==> config.mk <==
export PLATFORM = sky130hd
export DESIGN_NAME = lut_loader_flat
export DESIGN_NICKNAME = d
export VERILOG_FILES = /design/src/rtl/lut_loader_if.sv /design/src/rtl/lut_loader.sv /design/src/flat_wrapper.sv
export SDC_FILE = /design/constraint.sdc
export NUM_CORES = 1
export LEC_CHECK = 0
export CAP_MARGIN = 25
export CORE_AREA = 2 2 182 184
export CTS_CLUSTER_DIAMETER = 50
export DETAILED_ROUTE_END_ITERATION = 16
export DIE_AREA = 0 0 184 186
export HOLD_SLACK_MARGIN = 0.06
export PLACE_DENSITY = 0.94
export SLEW_MARGIN = 20
export SYNTH_ARGS = -nofsm -noshare
export SYNTH_HDL_FRONTEND = slang
export SYNTH_SLANG_ARGS = --single-unit
==> constraint.sdc <==
create_clock -name clk -period 10.1 [get_ports clk]
set_input_delay 3.03 -clock clk [delete_from_list [all_inputs] [get_ports clk]]
set_output_delay 3.03 -clock clk [all_outputs]
set_load 0.05 [all_outputs]
==> src/rtl/lut_loader_if.sv <==
// Load stream, status and asynchronous read port of the writable LUT.
interface lut_loader_if #(
  parameter int unsigned WIDTH = 8,
  parameter int unsigned DEPTH = 64
);
  localparam int unsigned AW = $clog2(DEPTH);

  logic             start;
  logic             in_valid;
  logic [WIDTH-1:0] in_data;
  logic             in_ready;
  logic             busy;
  logic             done;
  logic             loaded;
  logic [AW:0]      wr_count;
  logic [AW-1:0]    addr;
  logic [WIDTH-1:0] data;

  modport master (
    output start, in_valid, in_data, addr,
    input  in_ready, busy, done, loaded, wr_count, data
  );

  modport slave (
    input  start, in_valid, in_data, addr,
    output in_ready, busy, done, loaded, wr_count, data
  );
endinterface

==> src/rtl/lut_loader.sv <==
// Run-time loadable DEPTH x WIDTH lookup table: filled from a valid/ready word
// stream, read through a zero-latency combinational port.
module lut_loader #(
  parameter int unsigned WIDTH = 8,
  parameter int unsigned DEPTH = 64
) (
  input  logic         clk,
  input  logic         rst_n,
  lut_loader_if.slave  bus
);
  localparam int unsigned AW = $clog2(DEPTH);

  typedef enum logic [1:0] {IDLE, LOAD, DONE} state_t;

  state_t           state;
  logic [AW-1:0]    ptr;
  logic [AW:0]      wr_count;
  logic             in_ready;
  logic             busy;
  logic             done;
  logic             loaded;
  logic             wr_en;
  logic [WIDTH-1:0] mem [DEPTH];

  // in_ready is only ever high in LOAD, so it alone qualifies the handshake
  assign wr_en = in_ready & bus.in_valid;

  always_ff @(posedge clk or negedge rst_n) begin
    if (!rst_n) begin
      state    <= IDLE;
      ptr      <= '0;
      wr_count <= '0;
      in_ready <= 1'b0;
      busy     <= 1'b0;
      done     <= 1'b0;
      loaded   <= 1'b0;
    end else begin
      case (state)
        IDLE: begin
          done <= 1'b0;
          if (bus.start) begin
            state    <= LOAD;
            ptr      <= '0;
            wr_count <= '0;
            loaded   <= 1'b0;
            in_ready <= 1'b1;
            busy     <= 1'b1;
          end
        end
        LOAD: begin
          if (wr_en) begin
            if (ptr == AW'(DEPTH - 1)) begin
              // last entry: pointer holds, no wrap into address 0
              state    <= DONE;
              wr_count <= (AW + 1)'(DEPTH);
              in_ready <= 1'b0;
              busy     <= 1'b0;
              done     <= 1'b1;
              loaded   <= 1'b1;
            end else begin
              ptr      <= ptr + AW'(1);
              wr_count <= wr_count + (AW + 1)'(1);
            end
          end
        end
        DONE: begin
          state <= IDLE;
          done  <= 1'b0;
        end
        default: begin
          state    <= IDLE;
          in_ready <= 1'b0;
          busy     <= 1'b0;
          done     <= 1'b0;
        end
      endcase
    end
  end

  // Table storage is deliberately not reset
  always_ff @(posedge clk) begin
    if (wr_en) mem[ptr] <= bus.in_data;
  end

  assign bus.in_ready = in_ready;
  assign bus.busy     = busy;
  assign bus.done     = done;
  assign bus.loaded   = loaded;
  assign bus.wr_count = wr_count;
  assign bus.data     = mem[bus.addr];
endmodule
==> src/flat_wrapper.sv <==
// flat-port wrapper written by rule: the top's interface ports become plain ports
module lut_loader_flat 
#(
  parameter int unsigned WIDTH = 8,
  parameter int unsigned DEPTH = 64
)
  (clk, rst_n, bus_start, bus_in_valid, bus_in_data, bus_addr, bus_in_ready, bus_busy, bus_done, bus_loaded, bus_wr_count, bus_data);
  lut_loader_if #(.WIDTH(WIDTH), .DEPTH(DEPTH)) bus_i ();
  input  logic clk;
  input  logic rst_n;
  input wire logic [$bits(bus_i.start)-1:0] bus_start;
  input wire logic [$bits(bus_i.in_valid)-1:0] bus_in_valid;
  input wire logic [$bits(bus_i.in_data)-1:0] bus_in_data;
  input wire logic [$bits(bus_i.addr)-1:0] bus_addr;
  output wire logic [$bits(bus_i.in_ready)-1:0] bus_in_ready;
  output wire logic [$bits(bus_i.busy)-1:0] bus_busy;
  output wire logic [$bits(bus_i.done)-1:0] bus_done;
  output wire logic [$bits(bus_i.loaded)-1:0] bus_loaded;
  output wire logic [$bits(bus_i.wr_count)-1:0] bus_wr_count;
  output wire logic [$bits(bus_i.data)-1:0] bus_data;
  assign bus_i.start = bus_start;
  assign bus_i.in_valid = bus_in_valid;
  assign bus_i.in_data = bus_in_data;
  assign bus_i.addr = bus_addr;
  assign bus_in_ready = bus_i.in_ready;
  assign bus_busy = bus_i.busy;
  assign bus_done = bus_i.done;
  assign bus_loaded = bus_i.loaded;
  assign bus_wr_count = bus_i.wr_count;
  assign bus_data = bus_i.data;
  lut_loader #(.WIDTH(WIDTH), .DEPTH(DEPTH)) u_core (.clk(clk), .rst_n(rst_n), .bus(bus_i));
endmodule
==> results <==
## critical path, stage by stage
cell and delay [ns]:
buf_2 0.73, buf_4 0.45, nor2b_1 0.52, a221oi_1 0.16
o21ai_1 0.16, o2111ai_1 0.24, o41ai_1 0.23, clkdlybuf4s50_1 0.95
## worst paths after layout
kind                                          end  cells after the start                   start  slack (ns)
min in group asynchronous           u_core.ptr[3]                      1                   rst_n        2.92
min                        u_core.bus.wr_count[5]                      1  u_core.bus.wr_count[5]        0.54
min reg2reg                u_core.bus.wr_count[5]                      1  u_core.bus.wr_count[5]        0.54
max in group asynchronous  u_core.bus.wr_count[2]                      1                   rst_n        6.67
max                                   bus_data[6]                      8             bus_addr[2]        0.58
max reg2reg                     u_core.mem[45][4]                      4     u_core.bus.in_ready        7.31
## through the flow
stage | std cells | util (%)
3_5_place_dp | 1407 | 66.6
6_report | 1499 | 71.7
2_1_floorplan | 1004 | -
4_1_cts | 1499 | 71.7
3_3_place_gp | 1406 | 66.6
5_1_grt | 1499 | 71.7
## kinds of logic (layout without fill, tap and decap cells)
group,count (synthesis),in the layout,share of synthesized area (%)
multiplexers,150,150,15.1
AO/OA/AOI/OAI,87,87,2.83
buffers and inverters,58,145,1.66
XOR/XNOR,6,6,0.253
flip-flops,530,530,76.2
AND/OR/NAND/NOR,171,171,3.85
adder cells (fa/ha/maj),2,2,0.120
## report_power, final
part / internal [µW] / switching [µW]
registers: 2450 / 53.2
logic: 126 / 253
clock network: 1080 / 820
total: 3660 / 1130
## sequential cells by signal, indices dropped and copies added (netlist names)
register	count
u_core.mem	512
u_core.bus.wr_count	7
u_core.ptr	6
u_core.state	2
u_core.bus.done	1
u_core.bus.in_ready	1
u_core.bus.loaded	1
## cells in the mapped netlist, types with 3 or more instances
| cell type | number | area share (%) |
|---|---|---|
| edfxtp_1 | 512 | 74 |
| mux4_2 | 118 | 13 |
| nor2_1 | 85 | 1.5 |
| nand2_1 | 23 | 0.42 |
| o21ai_0 | 23 | 0.55 |
| buf_2 | 19 | 0.46 |
| mux2i_1 | 19 | 0.92 |
| clkbuf_1 | 18 | 0.33 |
| dfrtp_1 | 18 | 2.2 |
| o22ai_1 | 14 | 0.42 |
| nand3_1 | 12 | 0.29 |
| a211oi_1 | 10 | 0.36 |
| mux4_1 | 10 | 1.3 |
| o221ai_1 | 9 | 0.38 |
| or3_1 | 9 | 0.27 |
| nor2b_1 | 8 | 0.24 |
| a21oi_1 | 7 | 0.17 |
| buf_6 | 7 | 0.38 |
| a221oi_1 | 6 | 0.25 |
| a22o_1 | 6 | 0.25 |
| nor3_1 | 6 | 0.14 |
| buf_4 | 5 | 0.18 |
| nand2b_1 | 5 | 0.15 |
| buf_1 | 4 | 0.072 |
| nand3b_1 | 4 | 0.14 |
| or3b_2 | 4 | 0.17 |
| xor2_1 | 4 | 0.17 |
| and3_1 | 3 | 0.090 |
| inv_1 | 3 | 0.054 |
| mux2_2 | 3 | 0.16 |
| nand4_1 | 3 | 0.090 |
| o21ai_1 | 3 | 0.072 |
## layer usage
metal / global-route usage [%] / wire [µm]
met3: 6.93 / 6440
met1: 42.5 / 17500
met4: 13.7 / 3000
met5: 0 / 0
met2: 50.7 / 24600
## layout make-up
class                           instances  area (µm²)  area share (%)
Multi-Input combinational cell        416        4610            19.9
Sequential cell                       530       15800            68.5
Clock inverter                         34         332            1.43
Timing Repair Buffer                   50         515            2.23
Tap cell                              408         510            2.21
Clock buffer                           58        1300            5.64
Inverter                                3        11.3          0.0487
==> summary.txt <==
STA
  • Final Cycle Share: 94.3%
  • Final setup viols: 0
  • Final TNS setup: 0 ns
  • Clk_skew: 0.0148 ns
  • Setup slack after layout: 0.575 ns
  • Final Hold Vio Count: 0
  • Slew at the pin with the worst max-slew slack: 1.03 ns
  • Min Tclk post-route: 9.52 ns
  • Hold Slack: 0.536 ns
  • RSZ-0062 raised after global routing: false
  • Slew margin rel.: 31.3%
  • Final Max Slew Viols: 0
  • Fmax: 105 MHz

Route
  • DRT antenna net count: 0
  • DR DRC count: 0
  • WL/cell: 34.4 µm
  • DRT Pass-1 Iters: 6
  • Via count: 11200
  • Starting DRT DRC Count: 2095
  • Total Wirelength: 51600 µm
  • Vias per cell: 7.45

Pwr
  • Pleak: 0.00731 µW
  • Cell Pwr Density: 207 nW/µm²
  • Total power: 4790 µW
  • Max VDD drop: 0.187 mV

Cells and area
  • Filler cells: 1713
  • Antenna cell count: 0
  • Most frequent cells in the layout: edfxtp_1, mux4_2, nor2_1, clkbuf_16, clkdlybuf4s50_1
  • Nets@finish: 1071
  • Most common cell after layout, fill and taps aside: edfxtp_1
  • Post-route cell area: 23100 µm²
  • Synthesis-to-layout area growth: 11.2%
  • Layout cell share with drive strength beyond 1: 20.5%

Placed design
  • Dpl hpwl: 28100 µm
  • Placed Area: 21500 µm²
  • Gp weighted congestion: 0.863
  • # port buffers: 36
  • Place WS: 0.831 ns

GRT
  • First-pass GRT wire length: 75600 µm
  • Initial antenna violation count: 0
  • Total global-route track usage: 31.5%
  • Largest net degree at the start of global routing: 65
  • Total grt overflow: 0
  • Number of global-route vias before repair: 11100

Clock tree
  • Post_cts resized: 0
  • Worst-skew pair later-pin latency: 0.57 ns
  • Postcts setup bufs: 0
  • Clk slew on worst S/H paths: 0.06 ns
  • Hold Buf Count CTS: 0
  • Clock root buffer master: clkbuf_16
  • Clock sink total: 530
  • CTS tree: done
  • H-tree levels: 2
  • CTS Buffer Depth: 3
  • Cts bufs inserted: 50

Floorplan
  • Initial core utilization: 64.5%
  • Height of the chip: 186 µm
  • Core area: 32200 µm²
  • I/O Pins: 37
  • Die area: 34200 µm²
  • Chip width: 184 µm
  • Row count: 66

Synth
  • Post-Syn Instances: 1004
  • Synthesis-stage register bit count: 530
  • Library cells used by synthesis: 48
  • Sequential area share after synthesis: 76.2%
  • Avg Cell Area, Syn: 20.7 µm²
  • Syn nets: 1024
  • Number of flops mapped to enable cells by yosys: 512
  • Synth Cell Area: 20800 µm²
  • Predominant post-synthesis flop cell: edfxtp_1
  • Synth warn: 0
  • Asr flop ratio synth: 3.40%

Hold path
  • Worst hold-check path type: register to register

Setup path
  • CP Max Fanout: 36
  • Worst EP required: 7.07 ns
  • Worst Path Arrival: 6.49 ns
  • Worst Setup End Kind: output port
  • Crit Path Class: primary input to output port
  • Crit start category: primary input

Run status
  • Status: finished clean

Run
  • MaxCap Viol Count: 0
Power figures use the tool's default switching activity.
